$ cat src/rtl/mux4x1_rr_sched.sv
// Shares one byte lane between four requesters (round-robin with bursts, or fixed TDM); out is registered one cycle after the grant edge.
// ready is a one-hot grant built from state and the requests; a lane with no valid data is skipped or idled, never stalled upon.
module mux4x1_rr_sched #(
   parameter int               WIDTH    = 8,
   parameter logic [WIDTH-1:0] IDLE_SYM = WIDTH'(8'hBC),
   parameter int               BURST    = 1
) (
   input  logic             clk,
   input  logic             reset,
   input  logic             enable,
   input  logic             mode,
   input  logic [3:0]       lane_mask,
   input  logic [WIDTH-1:0] in0,
   input  logic [WIDTH-1:0] in1,
   input  logic [WIDTH-1:0] in2,
   input  logic [WIDTH-1:0] in3,
   input  logic [3:0]       valid,
   output logic [3:0]       ready,
   output logic [WIDTH-1:0] out,
   output logic             valid_out,
   output logic [1:0]       sel
);

   typedef enum logic [1:0] {S_OFF, S_ARB, S_BURST} state_t;

   localparam logic [3:0] BURST_L = 4'(BURST);
   localparam bit         MULTI   = (BURST > 1);

   state_t           state_q, state_d;
   logic [1:0]       ptr_q, ptr_d;
   logic [3:0]       burst_cnt_q, burst_cnt_d;
   logic [1:0]       lane_q, lane_d;
   logic [WIDTH-1:0] out_q, out_d;
   logic             valid_out_q, valid_out_d;
   logic [1:0]       sel_q, sel_d;

   logic [3:0]       elig;
   logic             grant_vld;
   logic [1:0]       grant;
   logic [1:0]       idx;
   logic [WIDTH-1:0] lane_dat;

   assign elig = valid & lane_mask;

   // Grant selection: enable only gates new grants in ARB; a running burst ignores it.
   always_comb begin
      grant_vld = 1'b0;
      grant     = 2'd0;
      idx       = 2'd0;
      case (state_q)
         S_ARB: begin
            if (enable) begin
               if (mode) begin
                  grant_vld = elig[ptr_q];
                  grant     = ptr_q;
               end else begin
                  for (int k = 0; k < 4; k++) begin
                     idx = ptr_q + 2'(k);
                     if (!grant_vld && elig[idx]) begin
                        grant_vld = 1'b1;
                        grant     = idx;
                     end
                  end
               end
            end
         end
         S_BURST: begin
            grant_vld = elig[lane_q];
            grant     = lane_q;
         end
         default: ;
      endcase
   end

   assign ready = grant_vld ? (4'b0001 << grant) : 4'b0000;

   always_comb begin
      case (grant)
         2'd0:    lane_dat = in0;
         2'd1:    lane_dat = in1;
         2'd2:    lane_dat = in2;
         default: lane_dat = in3;
      endcase
   end

   always_comb begin
      state_d     = state_q;
      ptr_d       = ptr_q;
      burst_cnt_d = burst_cnt_q;
      lane_d      = lane_q;
      out_d       = grant_vld ? lane_dat : IDLE_SYM;
      valid_out_d = grant_vld;
      sel_d       = grant_vld ? grant : sel_q;
      case (state_q)
         S_OFF: begin
            if (enable) state_d = S_ARB;
         end
         S_ARB: begin
            if (!enable) begin
               state_d = S_OFF;
            end else if (mode) begin
               ptr_d = ptr_q + 2'd1;
            end else if (grant_vld) begin
               if (MULTI) begin
                  state_d     = S_BURST;
                  lane_d      = grant;
                  burst_cnt_d = 4'd1;
               end else begin
                  ptr_d = grant + 2'd1;
               end
            end
         end
         S_BURST: begin
            // A starved or masked lane ends its burst with an idle beat.
            if (grant_vld && (burst_cnt_q + 4'd1 != BURST_L)) begin
               burst_cnt_d = burst_cnt_q + 4'd1;
            end else begin
               state_d     = S_ARB;
               ptr_d       = lane_q + 2'd1;
               burst_cnt_d = 4'd0;
            end
         end
         default: state_d = S_OFF;
      endcase
   end

   always_ff @(posedge clk or negedge reset) begin
      if (!reset) begin
         state_q     <= S_OFF;
         ptr_q       <= 2'd0;
         burst_cnt_q <= 4'd0;
         lane_q      <= 2'd0;
         out_q       <= IDLE_SYM;
         valid_out_q <= 1'b0;
         sel_q       <= 2'd0;
      end else begin
         state_q     <= state_d;
         ptr_q       <= ptr_d;
         burst_cnt_q <= burst_cnt_d;
         lane_q      <= lane_d;
         out_q       <= out_d;
         valid_out_q <= valid_out_d;
         sel_q       <= sel_d;
      end
   end

   assign out       = out_q;
   assign valid_out = valid_out_q;
   assign sel       = sel_q;

endmodule

$ cat config.mk
export PLATFORM = sky130hd
export DESIGN_NAME = mux4x1_rr_sched
export DESIGN_NICKNAME = d
export VERILOG_FILES = /design/src/rtl/mux4x1_rr_sched.sv
export SDC_FILE = /design/constraint.sdc
export NUM_CORES = 1
export LEC_CHECK = 0
export ABC_AREA = 1
export CAP_MARGIN = 20
export CORE_UTILIZATION = 40
export CTS_CLUSTER_SIZE = 8
export DETAILED_ROUTE_END_ITERATION = 7
export MAX_ROUTING_LAYER = met4
export PLACE_DENSITY = 0.79
export SLEW_MARGIN = 20
export SYNTH_ARGS = -nofsm -noshare
export SYNTH_HDL_FRONTEND = slang
export SYNTH_SLANG_ARGS = --single-unit
$ cat constraint.sdc
create_clock -name clk -period 3.2 [get_ports clk]
set_input_delay 0.64 -clock clk [delete_from_list [all_inputs] [get_ports clk]]
set_output_delay 0.64 -clock clk [all_outputs]
set_load 0.03 [all_outputs]
=== Word level (Yosys, flattened, before mapping) ===
Cells that the tools add are included.
Widths: inputs -> output; s select.

* Register bits: 19
* Logic and storage cells: 82
* RAM bits: 0
* Memory bits (read-only): 0
* Latch bits: 0
* Memories kept: 0
* Input port bits: 44
* Output and inout bits: 15

* Bitwise gates (word level): 1
* Add/subtract/negate cells: 5
* Reductions and logical operators: 12
* Divide/modulo/power cells: 0
* $mul: 0
* Equality and inequality tests: 10
* Magnitude comparators: 4
* Muxes and demuxes: 43
* Shifts and indexed selects: 1

{| class="wikitable"
|+ Operator list
! kind !! count
|-
| $mux 2 || 13
|-
| $pmux 8 s3 || 1
|-
| $mux 1 || 19
|-
| $lt 2x3->1 const B || 4
|-
| $bmux 1 s2 || 4
|-
| $mux 4 || 2
|-
| $mux 8 || 1
|-
| $ne 2x2->1 const B || 4
|-
| $pmux 2 s3 || 1
|-
| $add 2x1->2 const B || 2
|-
| $add 2x2->2 const B || 2
|-
| $add 4x1->4 const B || 1
|-
| $and 4x4->4 || 1
|-
| $eq 2x1->1 const B || 2
|-
| $eq 2x2->1 const B || 2
|-
| $logic_and 1x1->1 || 4
|-
| $logic_not 2->1 || 2
|-
| $ne 4x1->1 const B || 1
|-
| $pmux 2 s2 || 1
|-
| $reduce_and 4->1 || 1
|-
| $shl 1x2->4 const A || 1
|-
| $logic_not 1->1 || 3
|-
| $ne 3x3->1 const B || 1
|-
| $reduce_and 3->1 || 1
|-
| 2 further kinds || 2
|}

=== Logic depth before layout (Yosys ltp) ===
* Depth after elaboration: 30
* Gate-level depth with buffers: 17
* Mapped depth without buffers: 16

=== Worst setup path before layout ===
OpenSTA, ideal clock, no wires.

* Kind: input to output
* Start: input valid[2]
* End: output ready[1]
* Path slack: 0.273 ns
* Arrival time: 2.287 ns
* Required time: 2.560 ns
* Path buffers: 1
* Cell stages on the path: 14
* Path through: nand2_1 > nand2_1 > nand2_4 > nand2_4 > nand2_4 > nand2_2 > nand2_2 > a21oi_2 > nand2_2 > inv_1 > ha_1 > clkbuf_1 > inv_1 > nor2_1

* Cells in the longest elaborated chain, start to end: 27
* Elaborated cells on any way between the ends: 40
* Those cells by class: 1 x shift; 32 x mux; 1 x bitwise; 6 x reduce/logical

{| class="wikitable"
|+ Ends and longest elaborated chain
! what !! line !! text
|-
| start, declared || 17 || <nowiki>input logic [3:0] valid,</nowiki>
|-
| $and 4x4->4 * || 43 || <nowiki>assign elig = valid & lane_mask;</nowiki>
|-
| $bmux 1 s2 || 59 || <nowiki>if (!grant_vld && elig[idx]) begin</nowiki>
|-
| $mux 1 (implied by the code) || 59 ||
|-
| $mux 1 || 59 ||
|-
| $mux 1 || 53 || <nowiki>if (mode) begin</nowiki>
|-
| $mux 1 || 52 || <nowiki>if (enable) begin</nowiki>
|-
| $mux 1 || 50 || <nowiki>case (state_q)</nowiki>
|-
| $logic_not 1->1 || 59 ||
|-
| [12 not listed] || n/a ||
|-
| $logic_and 1x1->1 || 59 ||
|-
| $mux 2 * || 59 ||
|-
| $mux 2 * || 53 ||
|-
| $mux 2 * || 52 ||
|-
| $mux 2 * || 50 ||
|-
| named net grant[0] || 39 || <nowiki>logic [1:0] grant;</nowiki>
|-
| $shl 1x2->4 * || 75 || <nowiki>assign ready = grant_vld ? (4'b0001 << grant) : 4'b0000;</nowiki>
|-
| $mux 4 * || 75 ||
|-
| end, declared || 18 || <nowiki>output logic [3:0] ready,</nowiki>
|}

The timed path passes the listed nets; every way through them passes the cells marked *. The select of a mux whose other input is x is not followed.

=== Worst setup path in the final report ===
* Start: input valid[0]
* End: output ready[1]

The elaborated chain is that of the path after synthesis.

==> results.py <==
metrics = {
    "yosys": {
        "synth_top_area_share": 0.233,
        "yosysUniqueCellTypes": 23,
        "synth_area_leaders": "nand2_1 23%, dfrtp_1 19%, dfstp_2 11%, nand3_1 8.7%, ha_1 6.2%",
        "synth-main-ff-cell": "dfrtp_1",
        "synth_area_per_cell_um2": 6.68,
        "yosys_warnings": 0,
        "yosysMostFrequentCell": "nand2_1",
        "yosysSeqAreaShare": 0.295,
        "synthesis.area_um2": 1210,
        "yosysTopAreaCell": "nand2_1",
        "async_flop_share": 1.00,
        "syn_inst": 181,
        "synth_common_cells": "75 x nand2_1, 21 x nand3_1, 11 x inv_1",
        "synthesis.nets": 231,
        "synth_edf_count": 0,
        "synth_seq_cells": 14,
    },
    "timing": {
        "fmax_mhz": 321,
        "slew_violations": 0,
        "layout_min_cycle_time_ps": 3110,
        "tightest_slew_ps": 587,
        "rsz0062_at_grt": "true",
        "skew_ps": 6.70,
        "max_slew_margin": 0.607,
        "finalHoldViolations": 0,
        "setup_tns_ps": 0,
        "setup_violations": 0,
        "timing.final.crit_share": 0.973,
    },
    "grt": {
        "antenna_found_initial": 0,
        "grt_usage": 0.202,
        "grt_pass1_vias": 1204,
        "grt-ovfl-total": 0,
        "grt_first_pass_wirelength_mm": 5.10,
        "grt_start_max_net_pins": 15,
    },
    "worst_setup_path": {
        "crit_type": "input port to output pin",
        "crit_chain": "clkdlybuf4s50_1, nand2_1, nand2_2, nand2_2, nand2_4, nand2_4, nand2_2, nand2_2, a21oi_2, nand2_2, inv_2, ha_2, inv_1, nor2_1, buf_4",
        "path_max_fanout": 4,
        "crit_path_start_kind": "input port",
        "cp.arrival_ps": 2470,
        "worstPathRequired_ps": 2560,
        "cpMostUsedCell": "nand2_2",
        "slowest_stage": "clkdlybuf4s50_1",
        "critical-path-max-stage-delay_ps": 480,
        "cp-end-kind": "output pin",
    },
    "place": {
        "io_buffers": 58,
        "gp_congestion": 0.878,
        "hpwlAfterDp_mm": 2.55,
    },
    "clocking": {
        "numCtsBuffers": 3,
        "clockBufferDepth": 2,
        "post_cts_buffers": 0,
        "cts_tree": "built",
        "clk_latency_ps": 280,
        "root_buffer": "clkbuf_4",
        "cts.sinks": 14,
        "cts_hold_buf": 0,
        "cts.htree.levels": 1,
        "clk_pin_slew_ps": 90,
    },
    "hold_path": {
        "min_path_type": "flip-flop to flip-flop",
    },
    "flow_run": {
        "max_cap_violations": 0,
    },
    "pwr": {
        "intPower_w": 0.000712,
        "ir_worst_vdd_v": 0.000395,
        "p_switching_w": 0.000737,
        "power.leakage_nw": 0.941,
        "total_power_w": 0.00145,
        "comb_power_share": 0.701,
        "power_density_nw_per_um2": 756,
        "power_frac_clock": 0.086,
        "p_sw_frac": 0.509,
        "p_seq_frac": 0.213,
    },
    "finish": {
        "fill_cells": 245,
        "syn_to_final_growth_pct": 58.5,
        "drive_above_1_share": 0.223,
        "diodes": 0,
        "nNetsFinal": 293,
    },
    "detailed_routing": {
        "wl_per_cell_um": 11.8,
        "drtIter0Drc": 84,
        "via_per_inst": 5.01,
        "vias": 1368,
        "routed_wl_mm": 3.22,
        "drtAntennaViolNets": 0,
        "drc_errors": 6,
        "drtPass1Iterations": 6,
    },
    "floorplan": {
        "top_level_ports": 59,
        "die_x_um": 57.0,
        "num_rows": 19,
        "die_area_um2": 3250,
        "die_h_um": 57.0,
        "initial_core_util": 0.431,
        "core_area_um2": 2810,
    },
    "outcome": {
        "violations": "DRC",
        "status": "finished, violations left",
    },
}
-- through the flow --
step / cell area (um^2) / instances / utilization / hold WS [ps] / setup slack, ps
after floorplan: 1210 / 181 / - / 344 / 273
after global placement: 1820 / 269 / 0.648 / 469 / 74.1
after detailed placement: 1820 / 269 / 0.648 / 477 / 22.5
after CTS: 1860 / 273 / 0.662 / 500 / 20.0
after global routing: 1920 / 273 / 0.683 / 515 / -40.2
final: 1920 / 273 / 0.683 / 498 / 85.0
-- what timing repair did --
item	4_1_cts	5_1_grt
gates resized for setup	2	23
pin swaps	1	4
setup endpoints to repair	1	4
-- power groups by stage --
stage / logic (W) / registers [W] / clock network, W
2_1_floorplan: 0.000629 / 0.000371 / 0
3_3_place_gp: 0.000970 / 0.000306 / 0
3_5_place_dp: 0.000972 / 0.000306 / 0
4_1_cts: 0.000981 / 0.000304 / 0.000128
5_1_grt: 0.00113 / 0.000317 / 0.000135
6_report: 0.00102 / 0.000308 / 0.000125
-- worst paths after layout --
path | slack, ps | end | cells past startpoint | startpoint
worst max-delay path | 90 | ready[1] | 15 | valid[0]
worst min-delay path | 500 | sel[0]$_DFFE_PN0P_ | 2 | sel[0]$_DFFE_PN0P_
worst max register to register | 880 | out[2]$_DFF_PN1_ | 16 | ptr_q[0]$_DFFE_PN0P_
worst min register to register | 500 | sel[0]$_DFFE_PN0P_ | 2 | sel[0]$_DFFE_PN0P_
max in group asynchronous | 2050 | ptr_q[0]$_DFFE_PN0P_ | 1 | reset
min in group asynchronous | 730 | ptr_q[1]$_DFFE_PN0P_ | 1 | reset
-- area by class of cell --
class | count | area (um^2) | share of cell area
multi-input cells | 147 | 807 | 0.421
clock buffers | 4 | 36.3 | 0.0189
well taps | 31 | 38.8 | 0.0202
flip-flops and latches | 14 | 358 | 0.187
repair buffers | 63 | 623 | 0.325
inverters | 14 | 52.6 | 0.0274
-- metal layers --
metal  part of all wire  GRT usage  wire length [um]
met2               0.46      0.328              1490
met5                  0          -                 0
met1               0.46      0.264              1480
met4             0.0034     0.0453                11
met3              0.073     0.0363               236
-- cell families after synthesis --
kind of cell,Yosys count,synth area share
AO/OA/AOI/OAI,21,0.107
XOR/XNOR,1,0.00725
adder cells (fa/ha/maj),6,0.0621
buffers and inverters,20,0.0745
flip-flops,14,0.295
AND/OR/NAND/NOR,119,0.454
-- worst max-delay path, delay by kind of cell --
family                     cells  cell delay [ps]
adders and majority gates      1              190
buffers and inverters          4              780
AOI/OAI and AO/OA              1              160
and+or+nand+nor                9              700
-- registers in the layout, summed over array words and instances, names as in the netlist --
register	flops
valid_out	1
ptr_q	2
state_q	1
sel	2
out	8
-- layout by cell type, fill, tap and decap left out, drive strengths merged --
cell           count
nand2             86
clkdlybuf4s50     48
nand3             21
inv               14
a21oi             12
buf                9
dfrtp              9
dlymetal6s2s       6
nor2               6
ha                 6
o211ai             5
dfstp              5
nand4              4
clkbuf             4
o21ai              4
nand3b             1
nor3b              1
xnor2              1
No activity file was read; power rests on OpenSTA's default activity.
